### config.mk
export PLATFORM = sky130hd
export DESIGN_NAME = btn_event_decoder_flat
export DESIGN_NICKNAME = d
export VERILOG_FILES = /design/src/rtl/btn_event_decoder_pkg.sv /design/src/rtl/btn_event_decoder_if.sv /design/src/rtl/btn_event_decoder.sv /design/src/flat_wrapper.sv
export SDC_FILE = /design/constraint.sdc
export NUM_CORES = 1
export LEC_CHECK = 0
export ABC_CLOCK_PERIOD_IN_PS = 2500
export CAP_MARGIN = 20
export CORE_UTILIZATION = 61
export CTS_CLUSTER_DIAMETER = 200
export DETAILED_ROUTE_END_ITERATION = 7
export DONT_BUFFER_PORTS = 1
export PLACE_DENSITY_LB_ADDON = 0.2
export SYNTH_ARGS = -nofsm -noshare
export SYNTH_HDL_FRONTEND = slang
export SYNTH_SLANG_ARGS = --single-unit
### constraint.sdc
create_clock -name clk -period 2.5 [get_ports clk]
set_input_delay 0.5 -clock clk [delete_from_list [all_inputs] [get_ports clk]]
set_output_delay 0.5 -clock clk [all_outputs]
set_load 0.05 [all_outputs]
### src/rtl/btn_event_decoder_pkg.sv
// Shared definitions for the button event decoder: state encodings and elaboration helpers.
package btn_event_decoder_pkg;

    typedef enum logic [1:0] {
        BTN_IDLE    = 2'd0,
        BTN_PRESSED = 2'd1,
        BTN_HELD    = 2'd2
    } btn_state_e;

    function automatic int unsigned max_u(input int unsigned a, input int unsigned b);
        return (a > b) ? a : b;
    endfunction

endpackage

### src/rtl/btn_event_decoder_if.sv
// Button level in, single-cycle game events out; one bundle per button.
interface btn_event_decoder_if;
    import btn_event_decoder_pkg::*;

    logic btnIn;
    logic repeatEnable;
    logic pressPulse;
    logic releasePulse;
    logic longPressPulse;
    logic repeatPulse;
    logic held;

    modport master (
        output btnIn,
        output repeatEnable,
        input  pressPulse,
        input  releasePulse,
        input  longPressPulse,
        input  repeatPulse,
        input  held
    );

    modport slave (
        input  btnIn,
        input  repeatEnable,
        output pressPulse,
        output releasePulse,
        output longPressPulse,
        output repeatPulse,
        output held
    );
endinterface

### src/rtl/btn_event_decoder.sv
// Turns a debounced button level into press/release/long-press/repeat pulses plus a held level.
module btn_event_decoder
    import btn_event_decoder_pkg::*;
#(
    parameter int unsigned CLKIN_FREQ        = 27_000_000,
    parameter real         LONG_PRESS_PERIOD = 0.5,
    parameter real         REPEAT_PERIOD     = 0.1,
    parameter logic        IDLE_STATE        = 1'b1
) (
    input logic                clk,
    input logic                reset,
    btn_event_decoder_if.slave bus
);

    localparam int unsigned LONG_CYCLES   = int'(real'(CLKIN_FREQ) * LONG_PRESS_PERIOD);
    localparam int unsigned REPEAT_CYCLES = int'(real'(CLKIN_FREQ) * REPEAT_PERIOD);
    localparam int unsigned CNT_W         = $clog2(max_u(LONG_CYCLES, REPEAT_CYCLES));

    if (LONG_CYCLES < 2 || REPEAT_CYCLES < 2) begin : g_bad_params
        $error("btn_event_decoder: LONG_CYCLES and REPEAT_CYCLES must both be >= 2");
    end

    localparam logic [CNT_W-1:0] LONG_LAST   = CNT_W'(LONG_CYCLES - 1);
    localparam logic [CNT_W-1:0] REPEAT_LAST = CNT_W'(REPEAT_CYCLES - 1);

    btn_state_e       state;
    logic [CNT_W-1:0] cnt;
    logic             btn_prev;
    logic             press_q;
    logic             release_q;
    logic             long_q;
    logic             repeat_q;
    logic             held_q;

    logic press_edge;
    logic release_edge;

    assign press_edge   = (bus.btnIn != IDLE_STATE) && (btn_prev == IDLE_STATE);
    assign release_edge = (bus.btnIn == IDLE_STATE) && (btn_prev != IDLE_STATE);

    always_ff @(posedge clk) begin
        if (reset) begin
            state     <= BTN_IDLE;
            cnt       <= '0;
            btn_prev  <= IDLE_STATE;
            press_q   <= 1'b0;
            release_q <= 1'b0;
            long_q    <= 1'b0;
            repeat_q  <= 1'b0;
            held_q    <= 1'b0;
        end else begin
            btn_prev  <= bus.btnIn;
            press_q   <= 1'b0;
            release_q <= 1'b0;
            long_q    <= 1'b0;
            repeat_q  <= 1'b0;
            case (state)
                BTN_IDLE: begin
                    if (press_edge) begin
                        state   <= BTN_PRESSED;
                        press_q <= 1'b1;
                        held_q  <= 1'b1;
                        cnt     <= '0;
                    end
                end
                BTN_PRESSED: begin
                    // Release takes priority over reaching the long-press count.
                    if (release_edge) begin
                        state     <= BTN_IDLE;
                        release_q <= 1'b1;
                        held_q    <= 1'b0;
                        cnt       <= '0;
                    end else if (cnt == LONG_LAST) begin
                        state  <= BTN_HELD;
                        long_q <= 1'b1;
                        cnt    <= '0;
                    end else begin
                        cnt <= cnt + 1'b1;
                    end
                end
                BTN_HELD: begin
                    if (release_edge) begin
                        state     <= BTN_IDLE;
                        release_q <= 1'b1;
                        held_q    <= 1'b0;
                        cnt       <= '0;
                    end else if (cnt == REPEAT_LAST) begin
                        cnt      <= '0;
                        repeat_q <= bus.repeatEnable;
                    end else begin
                        cnt <= cnt + 1'b1;
                    end
                end
                default: begin
                    state  <= BTN_IDLE;
                    held_q <= 1'b0;
                    cnt    <= '0;
                end
            endcase
        end
    end

    assign bus.pressPulse     = press_q;
    assign bus.releasePulse   = release_q;
    assign bus.longPressPulse = long_q;
    assign bus.repeatPulse    = repeat_q;
    assign bus.held           = held_q;

endmodule

### src/flat_wrapper.sv
// flat-port wrapper written by rule: the top's interface ports become plain ports
module btn_event_decoder_flat import btn_event_decoder_pkg::*;
#(
    parameter int unsigned CLKIN_FREQ        = 27_000_000,
    parameter real         LONG_PRESS_PERIOD = 0.5,
    parameter real         REPEAT_PERIOD     = 0.1,
    parameter logic        IDLE_STATE        = 1'b1
)
  (clk, reset, bus_btnIn, bus_repeatEnable, bus_pressPulse, bus_releasePulse, bus_longPressPulse, bus_repeatPulse, bus_held);
  btn_event_decoder_if bus_i ();
  input logic clk;
  input logic reset;
  input wire logic [$bits(bus_i.btnIn)-1:0] bus_btnIn;
  input wire logic [$bits(bus_i.repeatEnable)-1:0] bus_repeatEnable;
  output wire logic [$bits(bus_i.pressPulse)-1:0] bus_pressPulse;
  output wire logic [$bits(bus_i.releasePulse)-1:0] bus_releasePulse;
  output wire logic [$bits(bus_i.longPressPulse)-1:0] bus_longPressPulse;
  output wire logic [$bits(bus_i.repeatPulse)-1:0] bus_repeatPulse;
  output wire logic [$bits(bus_i.held)-1:0] bus_held;
  assign bus_i.btnIn = bus_btnIn;
  assign bus_i.repeatEnable = bus_repeatEnable;
  assign bus_pressPulse = bus_i.pressPulse;
  assign bus_releasePulse = bus_i.releasePulse;
  assign bus_longPressPulse = bus_i.longPressPulse;
  assign bus_repeatPulse = bus_i.repeatPulse;
  assign bus_held = bus_i.held;
  btn_event_decoder #(.CLKIN_FREQ(CLKIN_FREQ), .LONG_PRESS_PERIOD(LONG_PRESS_PERIOD), .REPEAT_PERIOD(REPEAT_PERIOD), .IDLE_STATE(IDLE_STATE)) u_core (.clk(clk), .reset(reset), .bus(bus_i));
endmodule
# Word level (Yosys, flattened, before mapping)
# Index checks and enable logic that the tools add are counted.
[totals]
reg_bits = 32
inputBits = 4
output_inout_bits = 5
[classes]
n_reduce_logical = 10
add_sub_neg = 1
muxes = 17
n_eq_ne = 8
n_bitwise = 7
[ops]
columns = ["op", "count"]
rows = [
  ["24-bit two-way mux", 5],
  ["24-bit one-hot mux with 3 select lines", 1],
  ["24-bit by 1-bit adder with 24-bit output (second input constant)", 1],
  ["24-bit by 22-bit equality test with 1-bit output (second input constant)", 1],
  ["24-bit equality test (second input constant)", 1],
  ["2-bit two-way mux", 4],
  ["1-bit inverter", 7],
  ["2-bit by 1-bit inequality test with 1-bit output (second input constant)", 3],
  ["2-bit one-hot mux with 3 select lines", 1],
  ["2-bit OR reduction", 3],
  ["1-bit two-way mux", 5],
  ["4-bit OR reduction", 1],
  ["3-bit by 1-bit inequality test with 1-bit output (second input constant)", 1],
  ["3-bit AND reduction", 1],
  ["3-bit OR reduction", 1],
  ["2-bit by 1-bit equality test with 1-bit output (second input constant)", 1],
  ["2-bit equality test (second input constant)", 1],
  ["1-bit logical AND", 2],
  ["2-bit logical NOT", 1],
  ["1-bit one-hot mux with 2 select lines", 1],
  ["2-bit AND reduction", 1],
]

# Depth between registers and ports, before layout
[logic_depth]
depth_word = 4
mapped_depth = 8

# Worst setup path before layout
# Ideal clock, no wire load.
[synth_timing]
path_type = "reg2reg"
start = "reg u_core.cnt[0]"
end = "reg u_core.cnt[4]"
setup_slack_ps = 243
path_stages_with_launch = 8
arrival_ps = 2141
path_cell_list = "dfxtp_1 > ha_1 > nand4_1 > or4_2 > o21bai_4 > a21oi_4 > a22o_1 > a41o_1"
[synth_via]
elab_chain_len = 4
word_cells_on_any_way = 8
classes_between = "1 x add/sub; 2 x eq/ne; 5 x mux"
[synth_lines]
columns = ["element", "line", "source"]
rows = [
  ["start, declared", "btn_event_decoder.sv:27", "logic [CNT_W-1:0] cnt;"],
  ["start signal, assigned", "btn_event_decoder.sv:78", "cnt <= cnt + 1'b1;"],
  ["start signal, assigned", "btn_event_decoder.sv:91", "cnt <= cnt + 1'b1;"],
  ["24-bit by 1-bit adder with 24-bit output (tied with other cells)", "btn_event_decoder.sv:78, btn_event_decoder.sv:91", ""],
  ["24-bit two-way mux (on tied branches)", "btn_event_decoder.sv:87, btn_event_decoder.sv:73", ""],
  ["24-bit two-way mux (on tied branches)", "btn_event_decoder.sv:82, btn_event_decoder.sv:68", ""],
  ["24-bit one-hot mux with 3 select lines *", "btn_event_decoder.sv:57", "case (state)"],
]
# Mark *: on every way between the ends. The rest lies on a longest branch, timed or not.
# A chain may end at the register's enable or synchronous reset.

# Final worst setup path
# Same ends and word-level chain as after synthesis.

==> impl_metrics.json <==
{
  "status": "finished, final reports clean",
  "tightest_slew_ns": 0.5600,
  "grt_max_degree": 17,
  "fmax_mhz": 443.5,
  "antenna_cells": 0,
  "async_flop_share": 0,
  "tns_ns": 0,
  "yosysSeqAreaShare": 0.3954,
  "ys_seq_elements": 32,
  "p_sw_uw": 419.3,
  "die_area_um2": 2867,
  "finalHoldViolations": 0,
  "dp_hpwl_um": 2549,
  "fin_nets": 199,
  "ios": 9,
  "start_util": 0.6481,
  "min_period_ns": 2.255,
  "rsz0062_at_grt": "no",
  "ys_top_cells_by_area": "dfxtp_1, nor2_1, xor2_1",
  "h-tree-depth": 2,
  "syn2layout_area_growth_pct": 7.722,
  "critPathRequiredTime_ns": 2.75,
  "maxCapViolCount": 0,
  "share_seq_of_total_power": 0.488,
  "synth_edf_count": 0,
  "core_area_um2": 2500,
  "clk_pin_slew_worst_paths_ns": 0.11,
  "multi_input_area_um2": 948.4,
  "critPathKind": "flip-flop to flip-flop",
  "yosysWarnings": 0,
  "gp_congestion": 0.9337,
  "synth.most_common_cell": "dfxtp_1",
  "drt-pass1-iter-count": 4,
  "yosys-top-cells-count": "dfxtp_1, nor2_1, nand3_1, nand2_1, nand4_1",
  "drive_above_1_share": 0.1250,
  "synth_ff_type": "dfxtp_1",
  "cts_tree": "yes",
  "pwr_density_cell_nw_per_um2": 686.1,
  "yosysTopAreaCell": "dfxtp_1",
  "cts_made_buffers": 5,
  "vias_per_cell": 6.414,
  "crit_path_max_fanout": 8,
  "fill_cells": 209,
  "wl_per_cell_um": 16.18,
  "cp-end-kind": "flip-flop",
  "hold_class": "input pin to flip-flop",
  "met1_usage": 0.3529,
  "slowest_stage": "or4_4",
  "critPathTopFamily": "compound AO/OA/AOI/OAI gates",
  "grt_use_met3": 0.08757,
  "drt_iter0_drc": 53,
  "top_usage_layer": "met2",
  "dp_slack_ns": 0.06856,
  "swShare": 0.3501,
  "regArea_um2": 640.6,
  "die_x_um": 53.54,
  "holdBufCountCts": 0,
  "grt.total_usage": 0.2832,
  "clock_skew_ns": 0.01855,
  "power_frac_comb": 0.245,
  "antenna_found_initial": 0,
  "use_met2": 0.4583,
  "synthDistinctLibCells": 40,
  "grt_pass1_wl_um": 5747,
  "ant_nets": 0,
  "portBuffers": 0,
  "drcViolationCount": 0,
  "drt-total-wl_um": 3592,
  "fin_area_um2": 1745,
  "critPathMaxStageDelay_ns": 0.57,
  "overflow": 0,
  "clockPowerShare": 0.267,
  "root_buffer": "clkbuf_4",
  "setup_violations": 0,
  "clockBufferDepth": 2,
  "fp.dieH_um": 53.54,
  "p_leak_nw": 0.6067,
  "num_vias": 1424,
  "syn_area_um2": 1620,
  "clock-sinks": 32,
  "ir_worst_vdd_uv": 637.0,
  "relSlewSlack": 0.6238,
  "grt_pass1_vias": 1249,
  "place_area_um2": 1662,
  "clock_latency_ns": 0.35,
  "startpoint_type": "flip-flop",
  "cp.buffers_inverters": 0,
  "fp-row-count": 18,
  "synth_nets": 191,
  "worst_ep_arrival_time_ns": 2.51,
  "path_cells": "ha_1 -> nand4_1 -> or4_4 -> o21bai_4 -> a21oi_4 -> a22o_1 -> a41o_1",
  "finalWorstSetupSlack_ns": 0.2454,
  "p_int_uw": 778.2,
  "synthCells": 183,
  "yosysTopAreaCellShare": 0.3954,
  "finalMaxSlewViolations": 0,
  "syn_avg_cell_area_um2": 8.854,
  "timing.final.crit_share": 0.9019
}
==> repair_timing <==
item                                    4_1_cts  5_1_grt
endpoints found under the hold margin         0        0
endpoints found under the setup margin        0       16
gates resized for setup                       0        1
setup buffers                                 0        1
==> final cells by class <==
type | instances | area share
Sequential cell | 32 | 0.3670
Clock inverter | 2 | 0.005735
Inverter | 4 | 0.008602
Clock buffer | 6 | 0.02939
Multi-Input combinational cell | 144 | 0.5434
Tap cell | 30 | 0.02151
Timing Repair Buffer | 4 | 0.02437
==> power by group through the flow <==
stage | registers (mW) | logic [mW] | clock network, mW
after detailed placement | 0.596 | 0.269 | 0
final | 0.584 | 0.293 | 0.320
after global routing | 0.588 | 0.321 | 0.338
after floorplan | 0.593 | 0.221 | 0
after CTS | 0.584 | 0.271 | 0.319
after global placement | 0.594 | 0.259 | 0
==> sequential cells by signal, indices dropped and copies added, names as in the netlist <==
| name | flops |
|---|---|
| u_core.btn_prev | 1 |
| u_core.bus.held | 1 |
| u_core.bus.longPressPulse | 1 |
| u_core.bus.pressPulse | 1 |
| u_core.bus.releasePulse | 1 |
| u_core.bus.repeatPulse | 1 |
| u_core.cnt | 24 |
| u_core.state | 2 |
==> logic make-up after synthesis <==
family / share of synthesized area
AO/OA/AOI/OAI: 0.1529
adder cells (fa/ha/maj): 0.03089
buffers and inverters: 0.02085
flip-flops: 0.3954
AND/OR/NAND/NOR: 0.3174
multiplexers: 0.01236
XOR/XNOR: 0.07027
==> path summary, 6_finish.rpt <==
path	slack (ns)	startpoint	endpoint	depth (start not counted)
setup / recovery	0.25	u_core.cnt[0]	u_core.cnt[4]	7
setup reg to reg	0.25	u_core.cnt[0]	u_core.cnt[4]	7
hold / removal	0.21	reset	u_core.bus.held	1
hold reg to reg	0.52	u_core.cnt[1]	u_core.cnt[1]	2
==> cell usage in the layout (no fill, tap or decap), drive strengths merged, types with 2 or more instances in the layout <==
cell type / netlist / routed
a211oi: 2 / 2
a21oi: 5 / 5
a31oi: 4 / 4
and2: 5 / 5
and3: 5 / 5
buf: 1 / 4
clkbuf: 2 / 6
clkinv: 0 / 2
dfxtp: 32 / 32
ha: 4 / 4
inv: 4 / 4
mux2i: 2 / 2
nand2: 12 / 12
nand2b: 6 / 6
nand3: 13 / 13
nand4: 9 / 9
nor2: 22 / 22
nor3: 2 / 2
nor4: 6 / 6
o21ai: 8 / 8
o21bai: 3 / 3
o31ai: 5 / 5
or2: 3 / 3
or4: 4 / 4
xnor2: 5 / 5
xor2: 8 / 8
==> metrics by stage <==
step           hold slack, ns    util  std cells  total power, mW
2_1_floorplan          0.4625       -        183           0.8135
3_3_place_gp           0.4775  0.6647        213           0.8539
3_5_place_dp           0.4986  0.6647        213           0.8648
4_1_cts                0.2059  0.6892        221            1.174
5_1_grt                0.1914  0.6982        222            1.247
6_report               0.2053  0.6982        222            1.198
==> per-layer routing <==
layer  wire [um]  vias to the layer above
met5           0                        -
met4          44                        0
met3         243                        7
met2        1706                       49
met1        1597                      683
li1            -                      685
Note: power is estimated with default switching activity, not from simulation.
